`src/rtl/pm_requester_if.sv`:
```
// Request/response and multiplier-side bus for pm_requester.
// master = host plus multiplier environment, slave = the requester itself.
interface pm_requester_if #(
  parameter int PW = 14,
  parameter int SW = 7
);
  logic          req_valid;
  logic          req_ready;
  logic [PW-1:0] req_point;
  logic [SW-1:0] req_scalar;
  logic          rsp_valid;
  logic          rsp_ready;
  logic [PW-1:0] rsp_point;
  logic          rsp_error;
  logic [PW-1:0] pm_point;
  logic [SW-1:0] pm_scalar;
  logic          pm_start;
  logic [PW-1:0] pm_result;
  logic          pm_done;

  modport master (
    output req_valid, req_point, req_scalar, rsp_ready, pm_result, pm_done,
    input  req_ready, rsp_valid, rsp_point, rsp_error, pm_point, pm_scalar, pm_start
  );

  modport slave (
    input  req_valid, req_point, req_scalar, rsp_ready, pm_result, pm_done,
    output req_ready, rsp_valid, rsp_point, rsp_error, pm_point, pm_scalar, pm_start
  );
endinterface

```
`src/rtl/pm_requester.sv`:
```
// Initiator-side controller wrapping the point multiplier start/done protocol in valid/ready channels.
// Optional wait timeout is enabled by defining PM_TIMEOUT_EN.
module pm_requester #(
  parameter int PW      = 14,
  parameter int SW      = 7,
  parameter int TIMEOUT = 1024
) (
  input  logic           clk,
  input  logic           rst_n,
  pm_requester_if.slave  bus
);

  typedef enum logic [1:0] {IDLE, LAUNCH, WAIT, RESP} state_t;

  state_t state, state_nxt;
  logic   timeout_hit;
  logic   accept;
  logic   zero_scalar;

  if (TIMEOUT < 1) begin : g_timeout_check
    $error("pm_requester: TIMEOUT must be at least 1");
  end

  assign accept      = (state == IDLE) && bus.req_valid;
  assign zero_scalar = (bus.req_scalar == {SW{1'b0}});

  always_ff @(posedge clk or negedge rst_n) begin
    if (!rst_n) state <= IDLE;
    else        state <= state_nxt;
  end

  always_comb begin
    state_nxt = state;
    case (state)
      IDLE:    if (bus.req_valid) state_nxt = zero_scalar ? RESP : LAUNCH;
      LAUNCH:  state_nxt = WAIT;
      WAIT:    if (bus.pm_done || timeout_hit) state_nxt = RESP;
      RESP:    if (bus.rsp_ready) state_nxt = IDLE;
      default: state_nxt = IDLE;
    endcase
  end

  // Every output is a flop fed from the next state, so nothing is combinational from inputs.
  always_ff @(posedge clk or negedge rst_n) begin
    if (!rst_n) begin
      bus.req_ready <= 1'b1;
      bus.rsp_valid <= 1'b0;
      bus.pm_start  <= 1'b0;
      bus.pm_point  <= {PW{1'b0}};
      bus.pm_scalar <= {SW{1'b0}};
      bus.rsp_point <= {PW{1'b0}};
    end else begin
      bus.req_ready <= (state_nxt == IDLE);
      bus.rsp_valid <= (state_nxt == RESP);
      bus.pm_start  <= (state_nxt == LAUNCH);
      if (accept) begin
        bus.pm_point  <= bus.req_point;
        bus.pm_scalar <= bus.req_scalar;
        if (zero_scalar) bus.rsp_point <= {PW{1'b0}};
      end
      if (state == WAIT) begin
        if (bus.pm_done)      bus.rsp_point <= bus.pm_result;
        else if (timeout_hit) bus.rsp_point <= {PW{1'b0}};
      end
    end
  end

`ifdef PM_TIMEOUT_EN
  localparam int CW = $clog2(TIMEOUT + 1);

  logic [CW-1:0] wait_cnt;

  // Counter is zero on WAIT entry; hitting TIMEOUT-1 here means TIMEOUT WAIT cycles have elapsed.
  always_ff @(posedge clk or negedge rst_n) begin
    if (!rst_n)              wait_cnt <= {CW{1'b0}};
    else if (state != WAIT)  wait_cnt <= {CW{1'b0}};
    else                     wait_cnt <= wait_cnt + 1'b1;
  end

  assign timeout_hit = (state == WAIT) && (wait_cnt == CW'(TIMEOUT - 1));

  always_ff @(posedge clk or negedge rst_n) begin
    if (!rst_n) begin
      bus.rsp_error <= 1'b0;
    end else if (accept) begin
      bus.rsp_error <= 1'b0;
    end else if (state == WAIT) begin
      if (bus.pm_done)      bus.rsp_error <= 1'b0;
      else if (timeout_hit) bus.rsp_error <= 1'b1;
    end
  end
`else
  assign timeout_hit   = 1'b0;
  assign bus.rsp_error = 1'b0;
`endif

endmodule

```
`src/flat_wrapper.sv`:
```
// flat-port wrapper written by rule: the top's interface ports become plain ports
module pm_requester_flat 
#(
  parameter int PW      = 14,
  parameter int SW      = 7,
  parameter int TIMEOUT = 1024
)
  (clk, rst_n, bus_req_valid, bus_req_point, bus_req_scalar, bus_rsp_ready, bus_pm_result, bus_pm_done, bus_req_ready, bus_rsp_valid, bus_rsp_point, bus_rsp_error, bus_pm_point, bus_pm_scalar, bus_pm_start);
  pm_requester_if #(.PW(PW), .SW(SW)) bus_i ();
  input  logic clk;
  input  logic rst_n;
  input wire logic [$bits(bus_i.req_valid)-1:0] bus_req_valid;
  input wire logic [$bits(bus_i.req_point)-1:0] bus_req_point;
  input wire logic [$bits(bus_i.req_scalar)-1:0] bus_req_scalar;
  input wire logic [$bits(bus_i.rsp_ready)-1:0] bus_rsp_ready;
  input wire logic [$bits(bus_i.pm_result)-1:0] bus_pm_result;
  input wire logic [$bits(bus_i.pm_done)-1:0] bus_pm_done;
  output wire logic [$bits(bus_i.req_ready)-1:0] bus_req_ready;
  output wire logic [$bits(bus_i.rsp_valid)-1:0] bus_rsp_valid;
  output wire logic [$bits(bus_i.rsp_point)-1:0] bus_rsp_point;
  output wire logic [$bits(bus_i.rsp_error)-1:0] bus_rsp_error;
  output wire logic [$bits(bus_i.pm_point)-1:0] bus_pm_point;
  output wire logic [$bits(bus_i.pm_scalar)-1:0] bus_pm_scalar;
  output wire logic [$bits(bus_i.pm_start)-1:0] bus_pm_start;
  assign bus_i.req_valid = bus_req_valid;
  assign bus_i.req_point = bus_req_point;
  assign bus_i.req_scalar = bus_req_scalar;
  assign bus_i.rsp_ready = bus_rsp_ready;
  assign bus_i.pm_result = bus_pm_result;
  assign bus_i.pm_done = bus_pm_done;
  assign bus_req_ready = bus_i.req_ready;
  assign bus_rsp_valid = bus_i.rsp_valid;
  assign bus_rsp_point = bus_i.rsp_point;
  assign bus_rsp_error = bus_i.rsp_error;
  assign bus_pm_point = bus_i.pm_point;
  assign bus_pm_scalar = bus_i.pm_scalar;
  assign bus_pm_start = bus_i.pm_start;
  pm_requester #(.PW(PW), .SW(SW), .TIMEOUT(TIMEOUT)) u_core (.clk(clk), .rst_n(rst_n), .bus(bus_i));
endmodule
```
`config.mk`:
```
export PLATFORM = sky130hd
export DESIGN_NAME = pm_requester_flat
export DESIGN_NICKNAME = d
export VERILOG_FILES = /design/src/rtl/pm_requester_if.sv /design/src/rtl/pm_requester.sv /design/src/flat_wrapper.sv
export SDC_FILE = /design/constraint.sdc
export NUM_CORES = 1
export LEC_CHECK = 0
export CORE_UTILIZATION = 39
export CTS_CLUSTER_SIZE = 10
export DETAILED_ROUTE_END_ITERATION = 6
export PLACE_DENSITY_LB_ADDON = 0.25
export SLEW_MARGIN = 10
export SYNTH_ARGS = -nofsm -noshare
export SYNTH_HDL_FRONTEND = slang
export SYNTH_SLANG_ARGS = --single-unit
export TNS_END_PERCENT = 30
```
`constraint.sdc`:
```
create_clock -name clk -period 1.9 [get_ports clk]
set_input_delay 0.19 -clock clk [delete_from_list [all_inputs] [get_ports clk]]
set_output_delay 0.19 -clock clk [all_outputs]
set_load 0.005 [all_outputs]
```
Word-level counts from Yosys, hierarchy flattened
Cells that the tools add are included.
{"block": "totals", "regBits": 40, "out_inout_bits": 39, "wordCells": 25, "input_bits": 40}
{"block": "op_classes", "n_reduce_logical": 4, "mux": 9, "n_eq_ne": 5}
{"op": "$mux 14", "count": 4}
{"op": "$mux 2", "count": 4}
{"op": "$pmux 2 s4", "count": 1}
{"op": "$logic_not 7->1", "count": 1}
{"op": "$eq 2x2->1 const B", "count": 3}
{"op": "$eq 2x1->1 const B", "count": 2}
{"op": "$logic_not 2->1", "count": 2}
{"op": "$logic_and 1x1->1", "count": 1}

Depth between registers and ports, before layout
Gate-level depths: netlist of the first run.
{"block": "depth", "ltp_word": 5, "depth_mapped": 5, "depth_no_buf": 3}

Worst setup path before layout of the first run
OpenSTA, ideal clock, no wires.
{"block": "synth_timing", "kind": "register -> register", "startpoint": "register u_core.state[1]", "endpoint": "register u_core.bus.pm_point[0]", "arrival_ps": 1243, "required_time_ps": 1775, "stages_incl_launch_ff": 4, "setup_ps": 125, "path_buffers": 1, "slack_ps": 532, "synth_period_minus_slack_ps": 1368, "cell_sequence": "dfrtp_1 nor3b_4 buf_4 mux2_2"}
{"block": "synth_between", "elab_chain_len": 2}
{"element": "start, declared", "line_no": "pm_requester.sv:15", "rtl": "state_t state, state_nxt;"}
{"element": "start signal, assigned", "line_no": "pm_requester.sv:29", "rtl": "else state <= state_nxt;"}
{"element": "$logic_not 2->1", "line_no": "pm_requester.sv:24", "rtl": "assign accept = (state == IDLE) && bus.req_valid;"}
{"element": "$logic_and 1x1->1", "line_no": "pm_requester.sv:24"}
{"element": "end signal, assigned", "line_no": "pm_requester.sv:49", "rtl": "bus.pm_point <= {PW{1'b0}};"}
{"element": "end signal, assigned", "line_no": "pm_requester.sv:57", "rtl": "bus.pm_point <= bus.req_point;"}
{"element": "end, declared", "line_no": "pm_requester_if.sv:28", "rtl": "output req_ready, rsp_valid, rsp_point, rsp_error, pm_point, pm_scalar, pm_start"}
Every way passes these cells.
A chain may end at the register's enable or synchronous reset.

Worst setup path in the final report of the first run
{"block": "layout_timing", "startpoint": "register u_core.bus.req_ready", "endpoint": "output bus_req_ready"}
{"element": "start, declared", "line_no": "pm_requester_if.sv:28"}
{"element": "start signal, assigned", "line_no": "pm_requester.sv:53", "rtl": "bus.req_ready <= (state_nxt == IDLE);"}
{"element": "end, declared", "line_no": "flat_wrapper.sv:18", "rtl": "output wire logic [$bits(bus_i.req_ready)-1:0] bus_req_ready;"}
No word-level cell between the ends.

==> results.md, run 1 <==
* Critical Path Source Type: register
* CP Data Arrival Time at 1290 ps
* Final setup viols at 0
* DP Wirelength at 2700 µm
* Port Buffer Count at 77
* Drt first pass iters at 5
* Critical Path, Cell by Cell: clkdlybuf4s50_1
* Worst EP required at 1710 ps
* CTS sink cnt at 40
* Multi-input logic area at ~520 µm²
* Initial core utilization at 0.418
* H-tree level count at 2
* Synth cell count leaders: dfrtp_1, mux2_2, nand2_1
* RSZ-0062 raised after global routing: no
* Syn_nets at 155
* Pwr dens at 1470 nW/µm²
* Mapped Area at ~1600 µm²
* Count leader, synth: dfrtp_1
* Share of cells above drive strength 1 at 0.168
* Placed Area at 2390 µm²
* Hold Slack at 21.8 ps
* Status: finished, final reports clean
* Fin crit share at 0.777
* Avg Inst Size Synth at 13.7 µm²
* Clock power frac at 0.142
* Sequential share of the synthesized area at 0.635
* Critical Path Slowest Stage Cell: dfstp_2
* Top delay family on crit path: flip-flops
* Antenna diodes at 0
* Buf/Inv on CP at 1
* Die Area at 4300 µm²
* Top cells by area, synth: dfrtp_1, mux2_2, o2bb2ai_1
* Sequential fraction of design power at 0.419
* Asr flop ratio synth at 1.00
* Total grt overflow at 0
* Pin count of the biggest net entering global routing at 41
* Clock Pin Slew Worst Setup and Hold Paths at 70 ps
* Reg area at approximately 1000 µm²
* Post-Route WL at between 3000 and 4000 µm
* Largest area contributor in the netlist: dfrtp_1
* Worst min-delay path class: in -> async
* Clock root buffer: clkbuf_8
* Seq cells post-synth at 40
* Maximum clock rate at 678 MHz
* Dominant synthesized flop cell: dfrtp_1
* Post-CTS setup buffers at 0
* Fillcell total at 282
* CTS resizes at 0
* Worst skew pair latency at 280 ps
* DRC at 0
* Die Span Y at 65.6 µm
* Peak supply drop at 0.000704 V
* CTS tree: done
* Worst Tran Pin Value at 863 ps
* Fin crit period at ~1500 ps
* Core ar. at around 3800 µm²
* # hold bufs at CTS at 0
* Drt wl/cell at between 10 and 15 µm
* Yosys cell types at 22
* Worst Skew at 3.11 ps
* Row count at 22
* Slew Limit Headroom at 0.425
* Ys Warns at 0
* Routability cong. at 0.726
* All-Layer GR Usage at 0.188
* Synth top area share at 0.619
* Vias/cell at 4.95
* Clock Path Buffers at 2
* Vias in the first global route at 1338
* Vias at 1209
* CP endpoint kind: output port
* Fin. max-slew vios at 0
* First-pass GRT wire length at 5940 µm
* # IOs at slightly below 80
* Number of max-cap violations at 0
* Int Power at 2620 µW
* Initial antenna violation count at 0
* Initial DRC Count at 61
* Setup TNS at 0 ps
* Final hold vios at 0
* Sw frac at 0.279
* Layout Area Growth over Synthesis at 56.4%
* Slowest stage delay, CP at 520 ps
* Worst-path fanout max at 1
* Post-synth EDFFs at 0
* Critical path type: reg -> out
* Final antenna-violating net count at 0
* Cells after Synth at 115
* Switch Pwr at 1010 µW
* Die Width at about 66 µm
* Post-layout nets at 235
* Static leakage at around 0.0010 µW
* Comb pwr share at 0.439
* Post-route cell area at 2470 µm²
* CTS Buf Count at 5
==> metal layers <==
metal  global-route usage  share of wire  up-vias
met1                0.216           0.40      587
li1                     -              -      566
met4               0.0734         0.0094        0
met3               0.0660          0.083        3
met2                0.320           0.51       53
met5                    0              0        -
==> final cells by class <==
type | instances | share of cell area
sequential | 40 | 0.406
timing repair buffer | 80 | 0.325
multi-input combinational | 67 | 0.211
clock buffer | 8 | 0.0325
tap | 48 | 0.0243
inverter | 1 | 0.00152
==> flip-flops by register name (all words and copies together) (netlist names) <==
name                  flops
u_core.bus.rsp_valid      1
u_core.bus.rsp_point     14
u_core.bus.pm_start       1
u_core.bus.pm_scalar      7
u_core.state              2
u_core.bus.req_ready      1
u_core.bus.pm_point      14
==> cells in the final DEF (no fill, tap or decap), types with 2 or more instances in the layout <==
cell | netlist | layout
clkbuf_1 | 0 | 3
buf_4 | 4 | 2
mux2_2 | 21 | 21
clkdlybuf4s50_1 | 0 | 76
clkbuf_8 | 0 | 5
nand3_1 | 2 | 2
o2bb2ai_1 | 14 | 14
dfrtp_1 | 39 | 39
nand2_1 | 17 | 17
and3_1 | 2 | 2
==> power groups by stage <==
stage,clock (µW),sequential [µW],combinational [µW]
6_report,516,1520,1590
2_1_floorplan,0,1540,555
5_1_grt,583,1570,1740
3_5_place_dp,0,1540,1610
3_3_place_gp,0,1500,1570
4_1_cts,538,1520,1620
==> final timing paths <==
check / start / endpoint / slack, ps / cells past startpoint
max: u_core.bus.req_ready / bus_req_ready / 420 / 1
min: rst_n / u_core.bus.pm_point[7] / 20 / 1
max reg2reg: u_core.state[1] / u_core.bus.pm_scalar[5] / 430 / 3
min reg2reg: u_core.bus.pm_scalar[1] / u_core.bus.pm_scalar[1] / 510 / 1
max in group asynchronous: rst_n / u_core.bus.pm_point[8] / 1350 / 1
min in group clk: bus_pm_result[5] / u_core.bus.rsp_point[5] / 460 / 2
==> cells by family (layout without fill, tap and decap cells) <==
group	Yosys count	after routing	share of synthesized area
buffers and inverters	8	89	0.0349
AO/OA/AOI/OAI	17	17	0.0880
multiplexers	21	21	0.150
AND/OR/NAND/NOR	28	28	0.0896
other	1	1	0.00238
flip-flops	40	40	0.635
==> per-stage QoR <==
step,total power (µW),std cells,utilization,setup slack [ps]
after floorplan,2100,115,-,532
after global placement,3070,236,0.633,302
after detailed placement,3140,236,0.633,253
after CTS,3680,244,0.654,403
after global routing,3890,244,0.654,370
final,3630,244,0.654,424
(Power assumes the default switching activity.)
==> run 2: changes to the inputs <==
--- a/config.mk
+++ b/config.mk
@@ -5,7 +5,7 @@
 export SDC_FILE = /design/constraint.sdc
 export NUM_CORES = 1
 export LEC_CHECK = 0
-export CORE_UTILIZATION = 39
+export CORE_UTILIZATION = 36
 export CTS_CLUSTER_SIZE = 10
 export DETAILED_ROUTE_END_ITERATION = 6
 export PLACE_DENSITY_LB_ADDON = 0.25
==> constraint.sdc (replaced) <==
create_clock -name clk -period 1.2 [get_ports clk]
set_input_delay 0.12 -clock clk [delete_from_list [all_inputs] [get_ports clk]]
set_output_delay 0.12 -clock clk [all_outputs]
set_load 0.005 [all_outputs]
==> run 2 against run 1 <==
Net effect:
- the flow now finishes with violations (setup timing)
- setup slack worse by 590 ps
- clock power is 85% higher
- via count increased by 2.9%
- clock-buffer cell count stayed put
- register-to-register slack worse by 590 ps
- non-clock buffer count increased by 11
- sequential power is 55% higher
- total power rose by 59%
- critical endpoint is now u_core.bus.pm_scalar[1]
- largest power group unchanged
==> results.md, run 2 (synthesized netlist as in run 1, its figures left out) <==
* Status: finished, violations left
* Violated checks: setup timing
* Setup WS pre-CTS at -332 ps
* Post-layout nets at between 200 and 250
* R2r setup slk at -160 ps
* Die Span Y at 68.2 µm
* Total grt overflow at 0
* Met3 WL post-DR at 330 µm
* H-tree level count at 2
* Post-Route WL at about 3900 µm
* Switch Pwr at 1670 µW
* Peak supply drop at 0.00106 V
* CTS sink cnt at 40
* Row count at 23
* Pin count of the biggest net entering global routing at 41
* Clock Pin Slew Worst Setup and Hold Paths at 80 ps
* WL met2 at 1960 µm
* Fillcell total at 330
* Commonest non-fill, non-tap cell in the layout: dfrtp_1
* Power, Total at 5750 µW
* Initial core utilization at 0.383
* Fin. max-slew vios at 0
* CTS Buf Count at 5
* Pwr dens at 2190 nW/µm²
* Worst EP required at 1370 ps
* Vias/cell at 4.84
* Non-Filler Instances at between 200 and 300
* Port Buffer Count at 77
* Initial antenna violation count at 0
* Final hold vios at 0
* Worst min-delay path class: in -> async
* Commonest cells after routing, fill and taps aside: dfrtp_1, clkdlybuf4s50_1, dlygate4sd2_1, nand2_1, o2bb2ai_1
* Worst skew pair latency at just under 300 ps
* Layout Area Growth over Synthesis at 66.2%
* Int Power at 4080 µW
* Die Width at 68.2 µm
* Antenna diodes at 0
* Clock Path Buffers at 2
* DP Wirelength at 2840 µm
* RSZ-0062 raised after global routing: yes
* Initial DRC Count at 53
* Core ar. at ~4100 µm²
* First-pass GRT wire length at between 5000 and 6000 µm
* Comb pwr share at 0.423
* Sw frac at 0.290
* Critical path type: reg -> reg
* DRC at 0
* Worst Skew at 8.55 ps
* Worst-path fanout max at 9
* Wl on met1 at 1570 µm
* Maximum clock rate at 735 MHz
* Drt first pass iters at 4
* Top layer in use: met4
* Final setup viols at 39
* Fin crit period at ~1400 ps
* Critical Path Source Type: register
* R2R Path Start: u_core.state[0]
* Sequential fraction of design power at 0.411
* Cells after DPL at about 250
* Vias in the first global route at 1235
* Setup TNS at -4820 ps
* Clock root buffer: clkbuf_8
* Regs by FF count: u_core.bus.pm_point x14, u_core.bus.rsp_point x14, u_core.bus.pm_scalar x7
* Vias at 1244
* Static leakage at 0.00123 µW
* CTS tree: done
* All-Layer GR Usage at 0.175
* Clock power frac at 0.166
* R2r worst-path depth at 4
* CP endpoint kind: register
* Reg2reg end: u_core.bus.pm_scalar[1]
* Number of max-cap violations at 0
* Fin crit share at 1.13
* Final Util at 0.637
* Drt wl/cell at approximately 15 µm
* Die Area at roughly 4700 µm²
* Share of cells above drive strength 1 at 0.222
* Final antenna-violating net count at 0
* Final WS setup at -161 ps
* Routability cong. at 0.753
* CP Data Arrival Time at about 1500 ps
* # IOs at 79
## run 2: worst max-delay path by stage
stage,from,end,slack (ps),depth (start not counted)
floorplan,u_core.state[0],u_core.bus.pm_point[0],-170,3
global route,u_core.state[0],u_core.bus.pm_point[11],-200,4
CTS,u_core.state[0],u_core.bus.pm_scalar[1],-150,3
detailed placement,bus_req_valid,u_core.bus.pm_scalar[1],-330,4
global placement,bus_req_scalar[3],u_core.bus.rsp_point[10],-320,6
finish,u_core.state[0],u_core.bus.pm_scalar[1],-160,4
## run 2: power by group through the flow
| stage | Sequential [µW] | Clock, µW | Combinational [µW] |
|---|---|---|---|
| global placement | 2360 | 0 | 2580 |
| CTS | 2360 | 988 | 2240 |
| floorplan | 2450 | 0 | 890 |
| detailed placement | 2410 | 0 | 2660 |
| global route | 2460 | 1050 | 2680 |
| finish | 2360 | 954 | 2440 |
## run 2: per-layer routing
metal,up-vias,GRT usage
li1,590,-
met1,587,0.198
met2,59,0.294
met3,8,0.0517
met4,0,0.0938
met5,-,0
## run 2: metrics by stage
step / hold slack (ps) / instance area [µm²]
after global routing: 361 / 2620
after global placement: 100 / 2460
after detailed placement: 104 / 2460
after floorplan: -176 / 1590
final: 331 / 2620
after CTS: 333 / 2520
## run 2: worst max-delay path, cell delays in order, from the launching register on
cell and delay, ps:
dfrtp_1 420, nor3b_4 210, buf_6 150, buf_12 140
mux2_2 330
## run 2: timing repair
item	CTS	global route
hold endpoints to repair	39	0
setup buffers	0	1
hold buffers	1	0
setup endpoints to repair	76	40
gates resized for setup	38	17
cloned	0	1
pin swaps	1	2
## run 2: layout make-up
cell class / count / area [µm²] / share of cell area
flip-flops and latches: 40 / 1000 / 0.382
repair buffers: 91 / 880 / 0.335
multi-input cells: 67 / 574 / 0.219
clock buffers: 8 / 100 / 0.0382
well taps: 50 / 62.6 / 0.0239
inverters: 1 / 3.75 / 0.00143
==> run 3: changes to the inputs <==
--- a/config.mk
+++ b/config.mk
@@ -9,6 +9,7 @@
 export CTS_CLUSTER_SIZE = 10
 export DETAILED_ROUTE_END_ITERATION = 6
 export PLACE_DENSITY_LB_ADDON = 0.25
+export REMOVE_ABC_BUFFERS = 1
 export SLEW_MARGIN = 10
 export SYNTH_ARGS = -nofsm -noshare
 export SYNTH_HDL_FRONTEND = slang
==> run 3 against run 2 <==
Net effect:
- the flow still finishes with violations (setup timing)
- routed wire length is 8.0% higher
- sequential share of layout area fell by 1.1 points
- core utilization rose by 2.0 points
- total power up 2.1%
- cell count up 0.78%
- worst hold slack lost 5.2 ps
- critical path depth is the same
- cell area up 3.1%
- critical path type unchanged
==> results.md, run 3 (synthesized netlist as in run 1, its figures left out) <==
* Final antenna-violating net count at 0
* Commonest non-fill, non-tap cell in the layout: dfrtp_1
* Row count at 23
* Commonest cells after routing, fill and taps aside: dfrtp_1, clkdlybuf4s50_1, dlygate4sd2_1, nand2_1, o2bb2ai_1
* Slowest stage delay, CP at 420 ps
* CTS Buf Count at 5
* Critical path type: reg -> reg
* Port Buffer Count at 77
* Post-layout nets at 249
* Critical Path, Cell by Cell: nor3b_4 -> buf_6 -> clkbuf_16 -> mux2_4
* CP Data Arrival Time at 1540 ps
* RSZ-0062 raised after global routing: yes
* Fillcell total at between 300 and 400
* CP endpoint kind: register
* Pwr dens at 2170 nW/µm²
* Peak supply drop at 0.00118 V
* Violated checks: setup timing
* Drt wl/cell at 16.4 µm
* Routability cong. at about 0.77
* Die Area at 4650 µm²
* Final hold vios at 0
* Regs by FF count: u_core.bus.pm_point x14, u_core.bus.rsp_point x14, u_core.bus.pm_scalar x7
* R2r worst-path depth at 4
* Share of cells above drive strength 1 at 0.254
* CTS sink cnt at 40
* Worst EP required at 1370 ps
* Clock Pin Slew Worst Setup and Hold Paths at 80 ps
* Pin count of the biggest net entering global routing at 41
* Final Util at 0.657
* Fin crit period at ~1400 ps
* Fin crit share at 1.14
* First-pass GRT wire length at about 6000 µm
* Initial antenna violation count at 0
* Drt first pass iters at 4
* Fin. max-slew vios at 0
* Final setup viols at 40
* Die Span Y at 68.2 µm
* Vias in the first global route at about 1200
* Antenna diodes at 0
* Initial core utilization at 0.383
* Critical Path Slowest Stage Cell: dfrtp_1
* # IOs at 79
* Post-Route WL at ~4200 µm
* Initial DRC Count at 60
* Worst min-delay path class: in -> async
* Post-route cell area at 2700 µm²
* Placed Area at 2470 µm²
* CTS tree: done
* Maximum clock rate at 732 MHz
* Number of max-cap violations at 0
* Clock root buffer: clkbuf_8
* Worst-path fanout max at 6
* Hold Slack at 326 ps
* Final WS setup at -166 ps
* Worst skew pair latency at approximately 290 ps
* Static leakage at about 0.0012 µW
* All-Layer GR Usage at 0.182
* Total grt overflow at 0
* Critical Path Source Type: register
* R2r setup slk at -170 ps
* Core ar. at 4120 µm²
* Worst Skew at 4.95 ps
* H-tree level count at 2
* Vias at 1252
* Die Width at approximately 70 µm
* DRC at 0
* Status: finished, violations left
* Layout Area Growth over Synthesis at 71.4%
* DP Wirelength at around 2800 µm
* Clock Path Buffers at 2
* Vias/cell at 4.83
run 3: repair_timing:
item | in CTS | in global routing
setup endpoints to repair | 75 | 40
setup buffers | 0 | 2
hold endpoints to repair | 39 | 0
resized for setup | 41 | 18
hold buffers | 1 | 0
cloned | 0 | 3
pin swaps | 0 | 1
run 3: per-layer routing:
| metal | global-route usage | vias up | share of wire |
|---|---|---|---|
| met1 | 0.207 | 611 | 0.41 |
| met5 | 0 | - | 0 |
| met3 | 0.0600 | 7 | 0.046 |
| met4 | 0.0807 | 0 | 0.014 |
| met2 | 0.306 | 39 | 0.53 |
| li1 | - | 595 | - |
run 3: power breakdown:
part	internal, µW	total [µW]	switching (µW)
registers	2020	2350	333
logic	1600	2570	971
clock network	512	953	441
run 3: worst paths after layout:
kind | from | end
max | u_core.state[0] | u_core.bus.pm_scalar[0]
min | rst_n | u_core.bus.pm_scalar[5]
max reg2reg | u_core.state[0] | u_core.bus.pm_scalar[0]
min reg2reg | u_core.bus.pm_point[8] | u_core.bus.pm_point[8]
max in group asynchronous | rst_n | u_core.bus.req_ready
min in group clk | bus_pm_result[6] | u_core.bus.rsp_point[6]
run 3: layout make-up:
class / instances / area, µm² / area share
sequential: 40 / 1000 / 0.371
timing repair buffer: 94 / 933 / 0.345
multi-input combinational: 67 / 606 / 0.224
clock buffer: 7 / 96.3 / 0.0356
tap: 50 / 62.6 / 0.0231
inverter: 1 / 3.75 / 0.00139
run 3: worst max-delay path, delay by kind of cell, from the launching register on:
kind,cells,cell delay [ps]
flops,1,420
buf+inv,2,330
mux,1,300
simple gates,1,210
run 3: through the flow:
step                instances  setup TNS (ps)  total power (µW)  setup WS, ps
finish                    259           -5090              5880          -166
global placement          246          -12450              4930          -336
CTS                       254           -4620              5610          -178
floorplan                 108          -20780              3290          -672
global route              259           -7230              6290          -215
detailed placement        246          -13020              5060          -357
